===== config.mk =====
export PLATFORM = sky130hd
export DESIGN_NAME = uart_tx_scheduler
export DESIGN_NICKNAME = d
export VERILOG_FILES = /design/src/rtl/uart_pkg.sv /design/src/rtl/uart_rr_arbiter.sv /design/src/rtl/uart_tx_scheduler.sv
export SDC_FILE = /design/constraint.sdc
export NUM_CORES = 1
export LEC_CHECK = 0
export ABC_AREA = 1
export BUFFER_PORTS_ARGS = -buffer_cell sky130_fd_sc_hd__buf_4
export CAP_MARGIN = 10
export CORE_UTILIZATION = 52
export DETAILED_ROUTE_END_ITERATION = 12
export PLACE_DENSITY = 0.8
export SETUP_SLACK_MARGIN = 0.4
export SLEW_MARGIN = 40
export SYNTH_ARGS = -nofsm -noshare
export SYNTH_HDL_FRONTEND = slang
export SYNTH_HIERARCHICAL = 1
export SYNTH_SLANG_ARGS = --single-unit

===== constraint.sdc =====
create_clock -name clk -period 1.9 [get_ports clk]
set_input_delay 0.095 -clock clk [delete_from_list [all_inputs] [get_ports clk]]
set_output_delay 0.095 -clock clk [all_outputs]
set_load 0.02 [all_outputs]

===== src/rtl/uart_pkg.sv =====
// uart_pkg: shared types and constants for the UART transmit scheduler.
//   state_t       : scheduler FSM states (IDLE, LOAD, SHIFT, DONE)
//   UART_IDLE_LVL : line level while no frame is being sent
//   frame_bits()  : bits per frame for a given payload width
//   FRAME_BITS    : frame length for the default 8-bit payload
// Build option: UART_TX_SCHED_PARITY_EN adds an even-parity bit to each frame.
package uart_pkg;

    typedef enum logic [1:0] {
        IDLE,
        LOAD,
        SHIFT,
        DONE
    } state_t;

    localparam logic UART_IDLE_LVL = 1'b1;

    function automatic int unsigned frame_bits(input int unsigned data_w);
`ifdef UART_TX_SCHED_PARITY_EN
        return data_w + 3;
`else
        return data_w + 2;
`endif
    endfunction

    localparam int unsigned FRAME_BITS = frame_bits(8);

endpackage


===== src/rtl/uart_rr_arbiter.sv =====
// uart_rr_arbiter: combinational round-robin search.
//   req   in  N_REQ          pending requests
//   ptr   in  clog2(N_REQ)   highest-priority index this round
//   found out 1              at least one request pending
//   grant out clog2(N_REQ)   first pending index at or after ptr (mod N_REQ)
module uart_rr_arbiter
    import uart_pkg::*;
#(
    parameter int unsigned N_REQ = 4
) (
    input  logic [N_REQ-1:0]         req,
    input  logic [$clog2(N_REQ)-1:0] ptr,
    output logic                     found,
    output logic [$clog2(N_REQ)-1:0] grant
);

    localparam int unsigned IDX_W = $clog2(N_REQ);

    int unsigned idx;

    always_comb begin
        found = 1'b0;
        grant = '0;
        idx   = 0;
        for (int unsigned i = 0; i < N_REQ; i++) begin
            idx = (32'(ptr) + i) % N_REQ;
            if (!found && req[idx]) begin
                found = 1'b1;
                grant = idx[IDX_W-1:0];
            end
        end
    end

endmodule


===== src/rtl/uart_tx_scheduler.sv =====
// uart_tx_scheduler: shares one UART transmit path among N_REQ byte requesters.
//   clk, rst_n  : clock, asynchronous active-low reset
//   req_valid   : per-requester byte pending (data held until accepted)
//   req_data    : packed payloads, requester i at [i*DATA_W +: DATA_W]
//   req_ready   : one-hot accept strobe
//   baud_start  : pulse that starts the baud generator
//   bit_end     : end-of-bit-period pulse from the baud generator
//   baud_busy   : baud generator running
//   tx          : serial line, idle high
//   busy        : scheduler not idle
//   grant_id    : current or last granted requester
//   tx_done     : full frame sent
//   frame_err   : frame aborted (baud generator stopped early)
// Build option: UART_TX_SCHED_PARITY_EN inserts even parity before the stop bit.
module uart_tx_scheduler
    import uart_pkg::*;
#(
    parameter int unsigned N_REQ  = 4,
    parameter int unsigned DATA_W = 8
) (
    input  logic                      clk,
    input  logic                      rst_n,
    input  logic [N_REQ-1:0]          req_valid,
    input  logic [N_REQ*DATA_W-1:0]   req_data,
    output logic [N_REQ-1:0]          req_ready,
    output logic                      baud_start,
    input  logic                      bit_end,
    input  logic                      baud_busy,
    output logic                      tx,
    output logic                      busy,
    output logic [$clog2(N_REQ)-1:0]  grant_id,
    output logic                      tx_done,
    output logic                      frame_err
);

    localparam int unsigned IDX_W = $clog2(N_REQ);
    localparam int unsigned FB    = frame_bits(DATA_W);

    state_t              state, state_nxt;
    logic [FB-1:0]       shreg;
    logic [FB-1:0]       frame_load;
    logic [3:0]          bit_cnt;
    logic [IDX_W-1:0]    rr_ptr;
    logic [IDX_W-1:0]    ptr_next;
    logic                arb_found;
    logic [IDX_W-1:0]    arb_grant;
    logic [DATA_W-1:0]   data_g;

    uart_rr_arbiter #(
        .N_REQ(N_REQ)
    ) u_arb (
        .req  (req_valid),
        .ptr  (rr_ptr),
        .found(arb_found),
        .grant(arb_grant)
    );

    assign data_g = req_data[arb_grant*DATA_W +: DATA_W];

`ifdef UART_TX_SCHED_PARITY_EN
    assign frame_load = {1'b1, ^data_g, data_g, 1'b0};
`else
    assign frame_load = {1'b1, data_g, 1'b0};
`endif

    assign ptr_next = (grant_id == IDX_W'(N_REQ - 1)) ? '0 : grant_id + 1'b1;
    assign busy     = (state != IDLE);

    // Outputs decode from state, so an asynchronous reset drives tx high at once.
    always_comb begin
        state_nxt  = state;
        req_ready  = '0;
        baud_start = 1'b0;
        tx         = UART_IDLE_LVL;
        tx_done    = 1'b0;
        frame_err  = 1'b0;
        unique case (state)
            IDLE: begin
                if (arb_found) begin
                    req_ready[arb_grant] = 1'b1;
                    state_nxt            = LOAD;
                end
            end
            LOAD: begin
                baud_start = 1'b1;
                tx         = 1'b0;
                state_nxt  = SHIFT;
            end
            SHIFT: begin
                tx = shreg[0];
                if (bit_end) begin
                    if (bit_cnt == 4'(FB - 1))
                        state_nxt = DONE;
                end else if (!baud_busy) begin
                    frame_err = 1'b1;
                    tx        = UART_IDLE_LVL;
                    state_nxt = IDLE;
                end
            end
            DONE: begin
                tx_done   = 1'b1;
                state_nxt = IDLE;
            end
            default: state_nxt = IDLE;
        endcase
    end

    always_ff @(posedge clk or negedge rst_n) begin
        if (!rst_n) begin
            state    <= IDLE;
            shreg    <= '1;
            bit_cnt  <= '0;
            rr_ptr   <= '0;
            grant_id <= '0;
        end else begin
            state <= state_nxt;
            if (state == IDLE && arb_found) begin
                grant_id <= arb_grant;
                shreg    <= frame_load;
                bit_cnt  <= '0;
            end else if (state == SHIFT && bit_end) begin
                shreg   <= {1'b1, shreg[FB-1:1]};
                bit_cnt <= bit_cnt + 4'd1;
            end
            // Aborted frames advance the pointer exactly like completed ones.
            if (tx_done || frame_err)
                rr_ptr <= ptr_next;
        end
    end

endmodule


Word level (Yosys, flattened, before mapping)
Index checks and enable logic that the tools add are counted.
- bits in registers: 20
- input bits: 40
- word-level logic and storage cells: 77
- output and inout bits: 11
- shifts and indexed selects: 1
- mux-type cells: 38
- add/subtract/negate cells: 5
- magnitude comparators: 6
- eq/ne operators: 8
- reductions and logical operators: 14
- operators with widths (operator ; count):
    variable part select 32 x 6 -> 8 bit ; 1
    2-to-1 mux 10 bit ; 2
    2-to-1 mux 2 bit ; 9
    2-to-1 mux 1 bit ; 16
    2-to-1 mux 4 bit ; 4
    less-than comparator 2 x 3 -> 1 bit, second input constant ; 5
    binary-select mux 1 bit (select 2 bit) ; 4
    case mux 2 bit (4 select lines) ; 1
    equality test 2 bit, second input constant ; 3
    logical AND 1 bit ; 6
    != test 3 bit, second input constant ; 2
    adder 2 x 1 -> 2 bit, second input constant ; 2
    adder 2 bit, second input constant ; 2
    adder 4 x 1 -> 4 bit, second input constant ; 1
    equality test 4 bit, second input constant ; 1
    nonzero test 2 bit ; 2
    zero test 1 bit ; 3
    AND reduction 3 bit ; 1
    demux 1 bit (select 2 bit) ; 1
    equality test 2 x 1 -> 1 bit, second input constant ; 1
    greater-or-equal comparator 2 x 1 -> 1 bit, second input constant ; 1
    zero test 2 bit ; 1
    != test 2 bit, second input constant ; 1
    case mux 1 bit (2 select lines) ; 1
    logical OR 1 bit ; 1

Logic depth before layout (Yosys ltp)
- depth in word-level cells: 18
- gate-level depth with buffers: 17
- gate-level depth less buffers: 16

Cells and area by module
The synthesis kept the hierarchy.
- modules (own cells, without submodules) (module ; seq. area each (um^2) ; times used ; area an instance (um^2) ; cells each):
    uart_tx_scheduler ; 486.7 ; 1 ; 1367.6 ; 206
    uart_rr_arbiter ; 0.0 ; 1 ; 319.1 ; 59

Worst setup path after synthesis
No wires, ideal clock.
- kind: register -> output
- start point: reg rr_ptr[0]
- end point: out req_ready[0]
- buffers on the path: 3
- data required time: 1.805 ns
- arrival time: 1.895 ns
- stages on the path, launching flop included: 13
- slack: -0.090 ns
- cell sequence: dfrtp_1 > buf_6 > nand2_1 > nand2_4 > nand2_1 > nand2_1 > a21oi_1 > nand2_1 > nand2_1 > inv_1 > buf_4 > buf_4 > nor3_1
- longest elaborated chain between the ends: 18
- elaborated cells on any way between the ends: 32
- classes of those cells: 3 x add/sub; 2 x order compare; 20 x mux; 7 x reduce/logical
- ends and longest elaborated chain (what ; RTL line ; source):
    start: declaration ; uart_tx_scheduler.sv:43 ; logic [IDX_W-1:0] rr_ptr;
    start signal: assignment ; uart_tx_scheduler.sv:127 ; rr_ptr <= ptr_next;
    branches (longest 11 deep; another with adder 2 x 1 -> 2 bit) ; n/a ;
    2-to-1 mux 2 bit * ; uart_rr_arbiter.sv:27 ; if (!found && req[idx]) begin
    via arb_grant[0] ; uart_tx_scheduler.sv:46 ; logic [IDX_W-1:0] arb_grant;
    less-than comparator 2 x 3 -> 1 bit (implied by the code) / greater-or-equal comparator 2 x 1 -> 1 bit (equally long branches) ; uart_tx_scheduler.sv:80 ; req_ready[arb_grant] = 1'b1;
    logical AND 1 bit (implied by the code) ; uart_tx_scheduler.sv:80 ;
    2-to-1 mux 1 bit (implied by the code) ; uart_tx_scheduler.sv:80 ;
    demux 1 bit (select 2 bit) * ; uart_tx_scheduler.sv:80 ;
    2-to-1 mux 4 bit * ; uart_tx_scheduler.sv:79 ; if (arb_found) begin
    2-to-1 mux 4 bit * ; uart_tx_scheduler.sv:77 ; unique case (state)
    end: declaration ; uart_tx_scheduler.sv:25 ; output logic [N_REQ-1:0] req_ready,
Mark *: on every way through the listed nets, which the timed path passes. The select of a mux whose other input is x is not followed.

Worst setup path in the final report
- start point: reg rr_ptr[0]
- end point: out req_ready[2]
- elaborated cells on any way between the ends: 32
- classes of those cells: 3 x add/sub; 2 x order compare; 20 x mux; 7 x reduce/logical
- RTL lines (what ; RTL line ; source):
    branches (longest 11 deep; another with adder 2 x 1 -> 2 bit) ; n/a ;
    2-to-1 mux 1 bit * ; uart_rr_arbiter.sv:27 ;
    via arb_found ; uart_tx_scheduler.sv:45 ; logic arb_found;
    2-to-1 mux 4 bit * ; uart_tx_scheduler.sv:79 ;
    2-to-1 mux 4 bit * ; uart_tx_scheduler.sv:77 ;
Marks and branches as above.

==> metrics.cfg <==
[run_status]
outcome = finished, violations left
violations = negative setup slack

[finish]
regArea_um2 = 490
fillCellCount = 222
syn2layout_area_growth_pct = 48.4
n_antenna_cell = 0
drive_above_1_share_pct = 43.2
final_cell_count_no_fill = 380
final_nets = 380
multi_input_area_mm2 = 0.00112

[setup_path]
cp_max_fo = 4
path_class = flip-flop to output port
r2r-end = shreg[5]$_DFFE_PN1P_
crit_chain = buf_6 > nand2_2 > nand2_4 > nand2_4 > nand2_4 > nor2_4 > nand3b_1 > nand2_4 > clkinv_8 > nand2_4 > nor2_2 > buf_6
critPathCaptureType = output port
cp.arrival_ps = 2130
cp_slowest_cell = dfrtp_2
cpMostUsedCell = nand2_4
r2r_cells = 16
worstPathRequired_ps = 1800
crit_buf_inv = 3
worst-r2r-setup-slack_ps = -140
worstSetupStartpointType = flip-flop
cp-startpoint = rr_ptr[0]$_DFFE_PN0P_
reg2reg_from = rr_ptr[0]$_DFFE_PN0P_
max_stage_delay_ps = 490
cp_top_family = simple AND/OR/NAND/NOR gates
endpoint = req_ready[2]
cp_num_cells = 12

[global_route]
grt_max_degree = 20
track_usage_pct = 26.3
grt_pass1_wl_um = 6970
antenna_found_initial = 0
overflow = 0
grt_pass1_vias = 1615

[sta]
fin_crit_ps = 2220
setup_viol = 18
period_share_pct = 117
fin_ws_ps = -325
hold_violations = 0
drv_slew = 0
finalSetupTns_ps = -2650
fin_skew_ps = 13.4
rsz0062_at_grt = true
max_freq_ghz = 0.450
worstMarginPinSlew_ps = 243
relSlewSlack_pct = 83.8

[synthesis]
synth.most_common_cell = nand2_1
ys_top_cells_by_area = nand2_1 23%, dfrtp_1 15%, dfstp_2 14%
synth_nets = 308
ys_ff_latch = 19
yosys.area.top_type = nand2_1
synth_commonest_cells = 102 x nand2_1, 35 x inv_1, 35 x nand3_1
ys_async_sr_fraction_pct = 100
synthesis.instances = 265
synth_top_area_share_pct = 22.7
synth_cell_type_count = 29
synth_area_mm2 = 0.00169
avgSynthCellArea_um2 = 6.36
synth_edf_count = 0
synth_flop_cell = dfrtp_1
yosysSeqAreaShare_pct = 28.9
yosysWarningCount = 6

[placement]
dp_cells = 357
io_buffers = 50
dpl.hpwl_um = 3020
gp_congestion = 0.889

[route]
drt_wl_total_um = 4900
route.vias.total = 1922
first_iter_violations = 172
drt-wirelength-per-cell_um = 12.9
viasPerCell = 5.06
remaining_drc_errors = 0
firstDrtPassIters = 8
drtAntennaViolNets = 0

[floorplan]
die_h_um = 59.0
die_w_um = 59.0
ioPinCount = 51
start_util_pct = 55.2
core_area_mm2 = 0.00305
dieArea_mm2 = 0.00348
std_cell_rows = 20

[clock_tree]
cts.sinks = 19
cts_inserted_buffers = 3
cts_tree = done
cts_root_buffer = clkbuf_4
clkSlewWorstSetupHoldPaths_ps = 120
clk_latency_ps = 310
htreeDepth = 1
clock_path_buffers = 2

[pwr]
total_leakage_power_nw = 1.38
power_density_mw_per_mm2 = 2120
ir_drop_v = 0.000936

[run]
cap_violations = 0

[hold_path]
hold_class = primary input to flip-flop

cells in the final DEF, fill, tap and decap left out, types with 3 or more instances in the layout:
cell / netlist / final
nor2_4: 2 / 5
o21ai_1: 3 / 3
inv_1: 35 / 33
inv_4: 1 / 3
nand3_2: 3 / 3
nor2_1: 12 / 9
buf_6: 4 / 10
nand4_1: 3 / 3
dfrtp_1: 10 / 7
nand2_4: 5 / 12
nand3_1: 35 / 34
ha_1: 3 / 3
nor2_2: 4 / 4
dfstp_2: 9 / 9
dfrtp_2: 0 / 3
clkbuf_4: 0 / 3
nand2_2: 12 / 13
buf_4: 2 / 62
nand2_1: 102 / 92
area by class of cell:
cell class	count	area share (%)
well taps	44	2.20
multi-input cells	196	44.6
flip-flops and latches	19	19.6
clock inverters	1	0.200
repair buffers	75	24.7
clock buffers	3	0.900
inverters	42	7.80
state kept, by name (all words and copies together), names as in the netlist:
| signal | flops |
|---|---|
| bit_cnt | 4 |
| grant_id | 2 |
| rr_ptr | 2 |
| shreg | 9 |
| state | 2 |
through the flow:
stage	instance area, µm²	util (%)	setup slack [ps]	power, mW	hold slack [ps]
floorplan	1760	-	232	3.38	-201
global placement	2140	70.0	42.3	3.89	-20.0
detailed placement	2140	70.0	10.3	3.94	-19.4
CTS	2350	77.0	-161	4.73	160
global route	2500	82.0	-380	5.69	175
finish	2500	82.0	-325	5.30	154
kinds of logic after synthesis:
| group | after synthesis | share of synthesized area, % |
|---|---|---|
| adder cells (fa/ha/maj) | 3 | 2.23 |
| AND/OR/NAND/NOR | 182 | 51.4 |
| XOR/XNOR | 2 | 1.04 |
| buffers and inverters | 50 | 13.7 |
| flip-flops | 19 | 28.9 |
| AO/OA/AOI/OAI | 9 | 2.74 |
timing repair:
item,in CTS,in global routing
gates resized for setup,25,26
pin swaps,9,7
setup buffers,10,8
hold endpoints to repair,19,0
setup endpoints to repair,21,22
hold buffers,1,0
how the worst min path moves through the flow:
stage	slack [ps]	startpoint	endpoint	depth (start not counted)
2_1_floorplan	-200	rst_n	bit_cnt[0]$_DFFE_PN0P_	0
3_3_place_gp	-20	rst_n	bit_cnt[2]$_DFFE_PN0P_	1
3_5_place_dp	-20	rst_n	bit_cnt[2]$_DFFE_PN0P_	1
4_1_cts	160	req_data[2]	shreg[3]$_DFFE_PN1P_	5
5_1_grt	170	req_data[6]	shreg[7]$_DFFE_PN1P_	5
6_report	150	req_data[6]	shreg[7]$_DFFE_PN1P_	5
where the power goes:
| group | internal [mW] | total, mW | leakage, nW | switching [mW] |
|---|---|---|---|---|
| sequential | 0.670 | 0.874 | 0.219 | 0.204 |
| combinational | 1.74 | 4.21 | 1.15 | 2.47 |
| clock | 0.0787 | 0.215 | 0.0177 | 0.136 |
| total | 2.49 | 5.30 | 1.38 | 2.81 |
tightest hold or removal path, stage by stage:
cell and delay, ps:
buf_4 80, nand2_1 40, nand3_1 50, nand3_1 70
nand3_1 80
metal layers:
metal / part of all wire (%) / wire [µm] / global-route usage [%] / up-vias
met1: 41 / 2030 / 32.7 / 865
li1: - / - / - / 953
met5: 0 / 0 / 0 / -
met4: 4.4 / 216 / 8.16 / 0
met2: 49 / 2380 / 45.8 / 84
met3: 5.6 / 274 / 5.27 / 20
(Power assumes the default switching activity.)
